<file path="config.mk">
export PLATFORM = sky130hd
export DESIGN_NAME = pc_sequencer
export DESIGN_NICKNAME = d
export VERILOG_FILES = /design/src/rtl/picomips_pkg.sv /design/src/rtl/pc_sequencer_sw_debounce.sv /design/src/rtl/pc_sequencer.sv
export SDC_FILE = /design/constraint.sdc
export NUM_CORES = 1
export LEC_CHECK = 0
export BUFFER_PORTS_ARGS = -buffer_cell sky130_fd_sc_hd__buf_2
export CAP_MARGIN = 20
export CORE_UTILIZATION = 30
export DETAILED_ROUTE_END_ITERATION = 12
export PLACE_DENSITY = 0.62
export SYNTH_ARGS = -nofsm -noshare
export SYNTH_HDL_FRONTEND = slang
export SYNTH_SLANG_ARGS = --single-unit
</file>
<file path="constraint.sdc">
create_clock -name clk -period 2.26 [get_ports clk]
set_clock_uncertainty 0.2 [all_clocks]
set_input_delay 0.113 -clock clk [delete_from_list [all_inputs] [get_ports clk]]
set_output_delay 0.113 -clock clk [all_outputs]
set_load 0.02 [all_outputs]
</file>
<file path="src/rtl/picomips_pkg.sv">
// Shared picoMIPS definitions: opcode encodings, accumulator operation select
// and sequencer state encoding.
package picomips_pkg;

   localparam int OP_W = 7;

   localparam logic [OP_W-1:0] OP_HEI  = 7'h01;
   localparam logic [OP_W-1:0] OP_MULI = 7'h02;
   localparam logic [OP_W-1:0] OP_ADDS = 7'h03;
   localparam logic [OP_W-1:0] OP_ADDI = 7'h04;
   localparam logic [OP_W-1:0] OP_STR  = 7'h05;
   localparam logic [OP_W-1:0] OP_ADDR = 7'h06;

   typedef enum logic [1:0] {
      ACC_MUL_IMM = 2'b00,
      ACC_ADD_SW  = 2'b01,
      ACC_ADD_IMM = 2'b10,
      ACC_ADD_REG = 2'b11
   } acc_sel_t;

   typedef enum logic [0:0] {
      RUN  = 1'b0,
      WAIT = 1'b1
   } state_t;

endpackage

</file>
<file path="src/rtl/pc_sequencer_sw_debounce.sv">
// SW8 conditioning: two-flop synchroniser followed by a stable-count debouncer.
module sw_debounce
   import picomips_pkg::*;
#(
   parameter int DB_CYCLES = 4
) (
   input  logic clk,
   input  logic reset,
   input  logic sw8,
   output logic sw_db
);

   localparam int CNT_W = (DB_CYCLES > 2) ? $clog2(DB_CYCLES) : 1;
   localparam logic [CNT_W-1:0] CNT_LAST = CNT_W'(DB_CYCLES - 1);

   logic             s1_q, s2_q, sw_db_q, sw_db_d;
   logic [CNT_W-1:0] db_cnt_q, db_cnt_d;

   always_comb begin
      sw_db_d  = sw_db_q;
      db_cnt_d = '0;
      // Any return to agreement discards the partial count, so short glitches vanish.
      if (s2_q != sw_db_q) begin
         if (db_cnt_q == CNT_LAST) begin
            sw_db_d = s2_q;
         end else begin
            db_cnt_d = db_cnt_q + 1'b1;
         end
      end
   end

   always_ff @(posedge clk) begin
      if (reset) begin
         s1_q     <= 1'b0;
         s2_q     <= 1'b0;
         sw_db_q  <= 1'b0;
         db_cnt_q <= '0;
      end else begin
         s1_q     <= sw8;
         s2_q     <= s1_q;
         sw_db_q  <= sw_db_d;
         db_cnt_q <= db_cnt_d;
      end
   end

   assign sw_db = sw_db_q;

endmodule

</file>
<file path="src/rtl/pc_sequencer.sv">
// picoMIPS program sequencer: program counter, registered one-cycle decode
// strobes and the HEI wait-for-switch stall.
module pc_sequencer
   import picomips_pkg::*;
#(
   parameter int Psize     = 5,
   parameter int Isize     = 15,
   parameter int Plast     = 30,
   parameter int DB_CYCLES = 4
) (
   input  logic             clk,
   input  logic             reset,
   input  logic [Isize-1:0] I,
   input  logic             sw8,
   output logic [Psize-1:0] address,
   output logic             acc_we,
   output logic [1:0]       acc_sel,
   output logic             reg_we,
   output logic             reg_addr,
   output logic [7:0]       imm,
   output logic             waiting
);

   logic             sw_db;
   logic [OP_W-1:0]  op;
   logic [Psize-1:0] next_pc;

   state_t           state_q, state_d;
   logic [Psize-1:0] address_q, address_d;
   logic             acc_we_q, acc_we_d, reg_we_q, reg_we_d;
   acc_sel_t         acc_sel_q, acc_sel_d;
   logic             reg_addr_q, reg_addr_d, waiting_q, waiting_d;
   logic [7:0]       imm_q, imm_d;

   sw_debounce #(.DB_CYCLES(DB_CYCLES)) u_sw_debounce (
      .clk   (clk),
      .reset (reset),
      .sw8   (sw8),
      .sw_db (sw_db)
   );

   assign op = I[Isize-1:8];
   // Out-of-range addresses also wrap, so a bad Plast cannot run the PC off the end.
   assign next_pc = (address_q >= Psize'(Plast)) ? '0 : address_q + 1'b1;

   always_comb begin
      state_d    = state_q;
      address_d  = address_q;
      acc_we_d   = 1'b0;
      reg_we_d   = 1'b0;
      acc_sel_d  = acc_sel_q;
      reg_addr_d = reg_addr_q;
      imm_d      = imm_q;
      waiting_d  = waiting_q;
      case (state_q)
         RUN: begin
            if (op == OP_HEI) begin
               if (sw_db == I[0]) begin
                  address_d = next_pc;
               end else begin
                  state_d   = WAIT;
                  waiting_d = 1'b1;
               end
            end else begin
               address_d = next_pc;
               imm_d     = I[7:0];
               case (op)
                  OP_MULI: begin acc_we_d = 1'b1; acc_sel_d = ACC_MUL_IMM; end
                  OP_ADDS: begin acc_we_d = 1'b1; acc_sel_d = ACC_ADD_SW;  end
                  OP_ADDI: begin acc_we_d = 1'b1; acc_sel_d = ACC_ADD_IMM; end
                  OP_ADDR: begin
                     acc_we_d   = 1'b1;
                     acc_sel_d  = ACC_ADD_REG;
                     reg_addr_d = I[0];
                  end
                  OP_STR: begin reg_we_d = 1'b1; reg_addr_d = I[0]; end
                  default: ;
               endcase
            end
         end
         WAIT: begin
            if (sw_db == I[0]) begin
               state_d   = RUN;
               waiting_d = 1'b0;
               address_d = next_pc;
            end
         end
         default: state_d = RUN;
      endcase
   end

   always_ff @(posedge clk) begin
      if (reset) begin
         state_q    <= RUN;
         address_q  <= '0;
         acc_we_q   <= 1'b0;
         reg_we_q   <= 1'b0;
         acc_sel_q  <= ACC_MUL_IMM;
         reg_addr_q <= 1'b0;
         imm_q      <= '0;
         waiting_q  <= 1'b0;
      end else begin
         state_q    <= state_d;
         address_q  <= address_d;
         acc_we_q   <= acc_we_d;
         reg_we_q   <= reg_we_d;
         acc_sel_q  <= acc_sel_d;
         reg_addr_q <= reg_addr_d;
         imm_q      <= imm_d;
         waiting_q  <= waiting_d;
      end
   end

   assign address  = address_q;
   assign acc_we   = acc_we_q;
   assign acc_sel  = acc_sel_q;
   assign reg_we   = reg_we_q;
   assign reg_addr = reg_addr_q;
   assign imm      = imm_q;
   assign waiting  = waiting_q;

endmodule

</file>
==> results by group, run 1 <==
Status
  – Status: complete, no violations

Global route
  – Total gr overflow: 0
  – Vias in the first global route: 909
  – Largest net degree at the start of global routing: 27
  – Total track usage: between 10% and 20%
  – First-pass GRT wire length: ~3.8 mm
  – Initial antenna violation count: 0

Timing
  – Setup TNS: 0 ns
  – Fin. Hold Viols: 0
  – Final setup viols: 0
  – Fmax: about 500 MHz
  – Rel. slew slack: roughly 67%
  – Worst slew pin tran: around 0.50 ns
  – Post-route minimum period: around 2.0 ns
  – Final Cycle Share: about 90%
  – RSZ-0062 raised after global routing: no
  – Max-slew violations: 0

Finish
  – Final core occ: a little over two fifths
  – Share of cells above drive strength 1: between 20% and 30%
  – Final #Nets: just under 200
  – P&R area growth vs syn: 38.8%
  – Antenna diode count: 0

Die
  – Die area: 0.00377 mm^2
  – Std-Cell Rows: 21
  – Die span in x: between 60 and 70 um
  – Starting density of the core: between 30% and 40%
  – Die Span Y: between 60 and 70 um
  – I/O pin cnt: 37
  – Core area: approximately 0.0034 mm^2

Logic synthesis
  – XOR/XNOR share of the synthesized area: around 3.3%
  – Distinct cells, synth: 33
  – Compound-gate portion of the synthesized area: 15.4%
  – Post-synthesis cell count: approximately 120
  – #FFs+latches synth: 25
  – Cell Area, Synth: between 0.001 and 0.0015 mm^2
  – Average cell area after synthesis: 8.75 um^2
  – Mapped Nets: between 100 and 150
  – Mux contribution to synthesized area: roughly 1.9%
  – Sequential area share after synthesis: 47.3%
  – Simple-Gate Fraction of Synth Area: about a quarter
  – Synth warn: 0
  – Largest family of logic cells by synthesized area: simple AND/OR/NAND/NOR gates
  – Post-synthesis adder-cell area fraction: about 3.5%

Clock tree
  – Root buffer cell: clkbuf_4
  – Postcts setup bufs: 0
  – Hold Buf Count CTS: 16
  – Clock H-tree levels: 1
  – Clock slew at reported path FFs: 0.14 ns
  – TritonCTS clock tree: done
  – CTS Buf Count: 3
  – Clk sinks: 25
  – Worst skew pair latency: 0.31 ns
  – Bufs on Longest Clock Path: 2
  – Cts repair resizes: 0

Route
  – First-pass iteration count of the detailed router: 4
  – DRC: 0
  – Total number of vias: around 1000
  – Antenna viol nets, final: 0
  – Total Wirelength: 2.33 mm
  – Drt via density: 4.67
  – Wire length per cell: 10.7 um
  – Detailed Route Iter0 Violations: 19

Worst setup path
  – Critical Path End Type: flip-flop
  – Maximum net fanout on the critical path: 6
  – WP data arrival: ~2.1 ns
  – Critical setup path kind: input pin to flip-flop
  – Setup crit start kind: input pin
  – Critical Path RT: about 2.3 ns

Pwr
  – P_leak: roughly 0.65 nW
  – Pwr Density: 537 mW/mm^2
  – Max VDD drop: 0.400 mV

Placed design
  – PortBufs: 36
  – Hpwl dp: 1.62 mm
  – GP Congestion: a little over 0.7

Flow run
  – Max-cap violations: 0

Worst hold path
  – Hold Crit Class: input pin to flip-flop
-- cells in the final DEF (no fill, tap or decap), drive strengths merged, types with 3 or more instances in the layout --
master	instances
nor2b	3
inv	3
buf	37
o21ai	3
o2bb2ai	3
nor2	13
nand2	21
a21oi	11
xnor2	3
dfxtp	25
clkbuf	3
dlygate4sd3	16
ha	3
-- routing by layer --
layer | track usage, % | up-vias | share of wire [%]
li1 | - | 519 | -
met1 | 14.6 | 471 | 42
met2 | 26.4 | 27 | 53
met3 | 3.99 | 0 | 5.0
met4 | 1.90 | 0 | 0
met5 | 0 | - | 0
-- path summary, 6_finish.rpt --
check                             from                         to  slack (ns)  cells past startpoint
max                              I[12]                     reg_we        0.23                      6
min                              reset                   reg_addr       0.005                      2
max reg2reg        u_sw_debounce.sw_db                    waiting        0.37                      5
min reg2reg  u_sw_debounce.db_cnt_q[0]  u_sw_debounce.db_cnt_q[0]        0.23                      1
-- cell families after synthesis --
kind of cell / Yosys count
muxes: 2
xor gates and xnor gates: 4
adders and majority gates: 3
buffers and inverters: 9
and+or+nand+nor: 53
AOI/OAI and AO/OA: 25
DFF: 25
-- stage by stage --
step,setup slack (ns),area [um^2],power [W],std cells,hold WS (ns)
2_1_floorplan,0.720,1060,0.000539,121,-0.0103
3_3_place_gp,0.578,1280,0.000576,198,0.130
3_5_place_dp,0.534,1280,0.000580,198,0.128
4_1_cts,0.255,1470,0.000799,218,0.00180
5_1_grt,0.156,1470,0.000828,218,0.0276
6_report,0.229,1470,0.000789,218,0.00471
-- worst max-delay path: stages --
cell and delay [ns]:
dlygate4sd3_1 0.53, buf_2 0.13, nor4_4 0.32, nand2b_1 0.18, nor4_1 0.25, dlygate4sd3_1 0.57
-- synthesized netlist by cell type --
master | number | share of area (%)
xor2_1 | 1 | 0.83
nor4b_1 | 2 | 1.7
a21o_1 | 1 | 0.71
and3_1 | 1 | 0.59
a31o_1 | 1 | 0.83
o21ai_1 | 2 | 0.95
nor4_4 | 1 | 2.0
nor2b_1 | 3 | 1.8
o31ai_1 | 2 | 1.4
o2bb2ai_1 | 3 | 2.5
inv_1 | 3 | 1.1
nand4_1 | 1 | 0.59
nor4_1 | 1 | 0.59
or3_1 | 2 | 1.2
nand2b_1 | 2 | 1.2
ha_1 | 3 | 3.5
o2111ai_1 | 1 | 0.83
a32o_1 | 2 | 1.9
nand3_1 | 1 | 0.47
clkbuf_1 | 4 | 1.4
o21ai_0 | 1 | 0.47
a31oi_1 | 1 | 0.59
nand2_1 | 21 | 7.4
dfxtp_1 | 25 | 47
buf_2 | 2 | 0.95
mux2i_1 | 2 | 1.9
nor2_1 | 13 | 4.6
nor3_1 | 2 | 0.95
xnor2_1 | 3 | 2.5
nand4b_1 | 1 | 0.83
nor3b_1 | 1 | 0.71
or2_1 | 1 | 0.59
a21oi_1 | 11 | 5.2
-- sequential cells by signal, summed over array words and instances, names as in the netlist, 2 cells and up --
signal,cells
acc_sel,2
imm,8
u_sw_debounce.db_cnt_q,2
address,5
-- final cells by class --
class	count	area (um^2)
Clock inverter	1	7.51
Timing Repair Buffer	53	348
Inverter	3	11.3
Fill cell	366	1890
Multi-Input combinational cell	87	522
Tap cell	46	57.6
Sequential cell	25	500
Clock buffer	3	22.5
-- power by group --
part           switching (W)  internal (W)
Sequential         0.0000133      0.000457
Clock               0.000132     0.0000675
Combinational      0.0000629     0.0000561
Power figures use the tool's default switching activity.
==> inputs of run 2 (changes only) <==
--- a/config.mk
+++ b/config.mk
@@ -9,7 +9,7 @@
 export CAP_MARGIN = 20
 export CORE_UTILIZATION = 30
 export DETAILED_ROUTE_END_ITERATION = 12
-export PLACE_DENSITY = 0.62
+export PLACE_DENSITY = 0.63
 export SYNTH_ARGS = -nofsm -noshare
 export SYNTH_HDL_FRONTEND = slang
 export SYNTH_SLANG_ARGS = --single-unit
==> constraint.sdc (replaced) <==
create_clock -name clk -period 1.81 [get_ports clk]
set_clock_uncertainty 0.2 [all_clocks]
set_input_delay 0.0905 -clock clk [delete_from_list [all_inputs] [get_ports clk]]
set_output_delay 0.0905 -clock clk [all_outputs]
set_load 0.02 [all_outputs]
==> run 2 against run 1 <==
  * Die area is the same
  * Register-to-register slack got worse by 0.31 ns
  * Combinational power rose by 30%
  * Sequential share of layout area is 0.63 points lower
  * Clock-buffer cell count is the same
==> results by group, run 2 (synthesized netlist as in run 1, its figures left out) <==
Die
  – Die Span Y: roughly 61 um
  – Die area: between 0.003 and 0.004 mm^2
  – I/O pin cnt: 37
  – Starting density of the core: between 30% and 40%
  – Die span in x: 61.4 um
  – Std-Cell Rows: 21
  – Core area: approximately 0.0034 mm^2

Placed design
  – PortBufs: 36
  – Hpwl dp: 1.71 mm
  – Pre-CTS WS: roughly 0.15 ns
  – GP Congestion: 0.776

Route
  – Met2 WL: roughly 1.4 mm
  – Met3 WL post-DR: 127 um
  – Total Wirelength: roughly 2.6 mm
  – First-pass iteration count of the detailed router: 4
  – Wire length per cell: about 12 um
  – Detailed Route Iter0 Violations: 23
  – Met1 WL: 1.04 mm
  – Antenna viol nets, final: 0
  – DRC: 0
  – Drt via density: 4.79
  – Highest routed layer: met4
  – Total number of vias: 1053

Timing
  – Setup TNS: 0 ns
  – Final setup viols: 0
  – Rel. slew slack: 70.0%
  – Final Cycle Share: a little over nine tenths
  – Max-slew violations: 0
  – Worst slew pin tran: approximately 0.45 ns
  – Post-route minimum period: between 1.5 and 2 ns
  – Setup WS post-layout: slightly above 0.06 ns
  – Fin. Hold Viols: 0
  – Fmax: about 570 MHz

Pwr
  – Cell Int Power: approximately 0.00073 W
  – P_leak: between 0.6 and 0.7 nW
  – Max VDD drop: 0.479 mV
  – Pwr Density: roughly 660 mW/mm^2
  – Comb pwr share: 15.6%
  – Sw Pwr: 0.000267 W
  – Clock power share: roughly 25%
  – Switching Share: 26.8%
  – Sequential share of power: around three fifths

Clock tree
  – TritonCTS clock tree: done
  – Bufs on Longest Clock Path: 2
  – Postcts setup bufs: 0
  – Worst skew pair latency: 0.31 ns
  – Clock H-tree levels: 1
  – Root buffer cell: clkbuf_4
  – Clk sinks: 25
  – CTS Buf Count: 3
  – Clock slew at reported path FFs: roughly 0.14 ns

Worst setup path
  – Maximum net fanout on the critical path: 7
  – Setup crit start kind: flip-flop
  – R2R Setup Slk: between 0.06 and 0.07 ns
  – Critical setup path kind: flip-flop to flip-flop
  – Critical Path End Type: flip-flop
  – Critical Path RT: 1.84 ns
  – WP data arrival: between 1.5 and 2 ns

Finish
  – Final #Nets: 196
  – Antenna diode count: 0
  – Most used cells in the layout excluding fill and tap cells: buf_2 (36), dfxtp_1 (24), nand2_1 (21)
  – Commonest non-fill, non-tap cell in the layout: buf_2
  – Share of cells above drive strength 1: around a quarter
  – Largest register FFs: 8
  – P&R area growth vs syn: 41.7%

Global route
  – Total gr overflow: 0
  – Vias in the first global route: around 1000
  – Initial antenna violation count: 0
  – Largest net degree at the start of global routing: 27
  – First-pass GRT wire length: 4.15 mm
  – Total track usage: 15.0%

Status
  – Status: complete, no violations

Flow run
  – Max-cap violations: 0

Worst hold path
  – Hold Crit Class: input pin to flip-flop
-- run 2: cell count changes in the layout (fill, tap and decap cells not counted) --
cell,delta
dlygate4sd3_1,+2
dfxtp_2,+1
nor2_1,-1
dfxtp_1,-1
xnor2_1,-1
nor2_2,+1
xnor2_2,+1
-- run 2: what timing repair did --
item	4_1_cts	5_1_grt
endpoints found under the setup margin	0	4
hold buffers	18	0
endpoints found under the hold margin	17	0
gates resized for setup	0	3
-- run 2: metrics by stage --
step	std cells	power (W)	hold slack (ns)	utilization [%]	cell area, um^2
after global routing	220	0.00105	0.121	44.6	1500
after floorplan	121	0.000673	-0.0328	-	1060
final	220	0.000995	0.0916	44.6	1500
after detailed placement	198	0.000725	0.116	38.0	1280
after CTS	220	0.00100	0.0687	44.3	1490
after global placement	198	0.000720	0.102	38.0	1280
-- run 2: power groups by stage --
stage	clock, W	sequential (W)	combinational (W)
global route	0.000291	0.000591	0.000170
CTS	0.000264	0.000588	0.000152
detailed placement	0	0.000599	0.000126
finish	0.000252	0.000588	0.000155
global placement	0	0.000598	0.000122
floorplan	0	0.000618	0.0000551
-- run 2: worst paths after layout --
kind | endpoint | depth (start not counted) | start
worst max-delay path | acc_we | 3 | state_q
worst min-delay path | acc_sel[1] | 5 | I[14]
worst max register to register | acc_we | 3 | state_q
worst min register to register | u_sw_debounce.db_cnt_q[0] | 1 | u_sw_debounce.db_cnt_q[0]
-- run 2: critical path: stages, from the launching register on --
cell,delay (ns)
dfxtp_1,0.39
nand2b_1,0.23
dlygate4sd3_1,0.61
nor4b_1,0.24
-- run 2: layout make-up --
| type | instances | area, um^2 |
|---|---|---|
| Clock buffer | 3 | 22.5 |
| Clock inverter | 1 | 7.51 |
| Fill cell | 349 | 1860 |
| Inverter | 3 | 11.3 |
| Multi-Input combinational cell | 87 | 532 |
| Sequential cell | 25 | 502 |
| Tap cell | 46 | 57.6 |
| Timing Repair Buffer | 55 | 368 |
-- run 2: metal layers --
metal  vias up  global-route usage, %
met4         0                   2.86
met2        32                   30.4
met3         2                   4.62
met5         -                      0
li1        525                      -
met1       494                   14.7
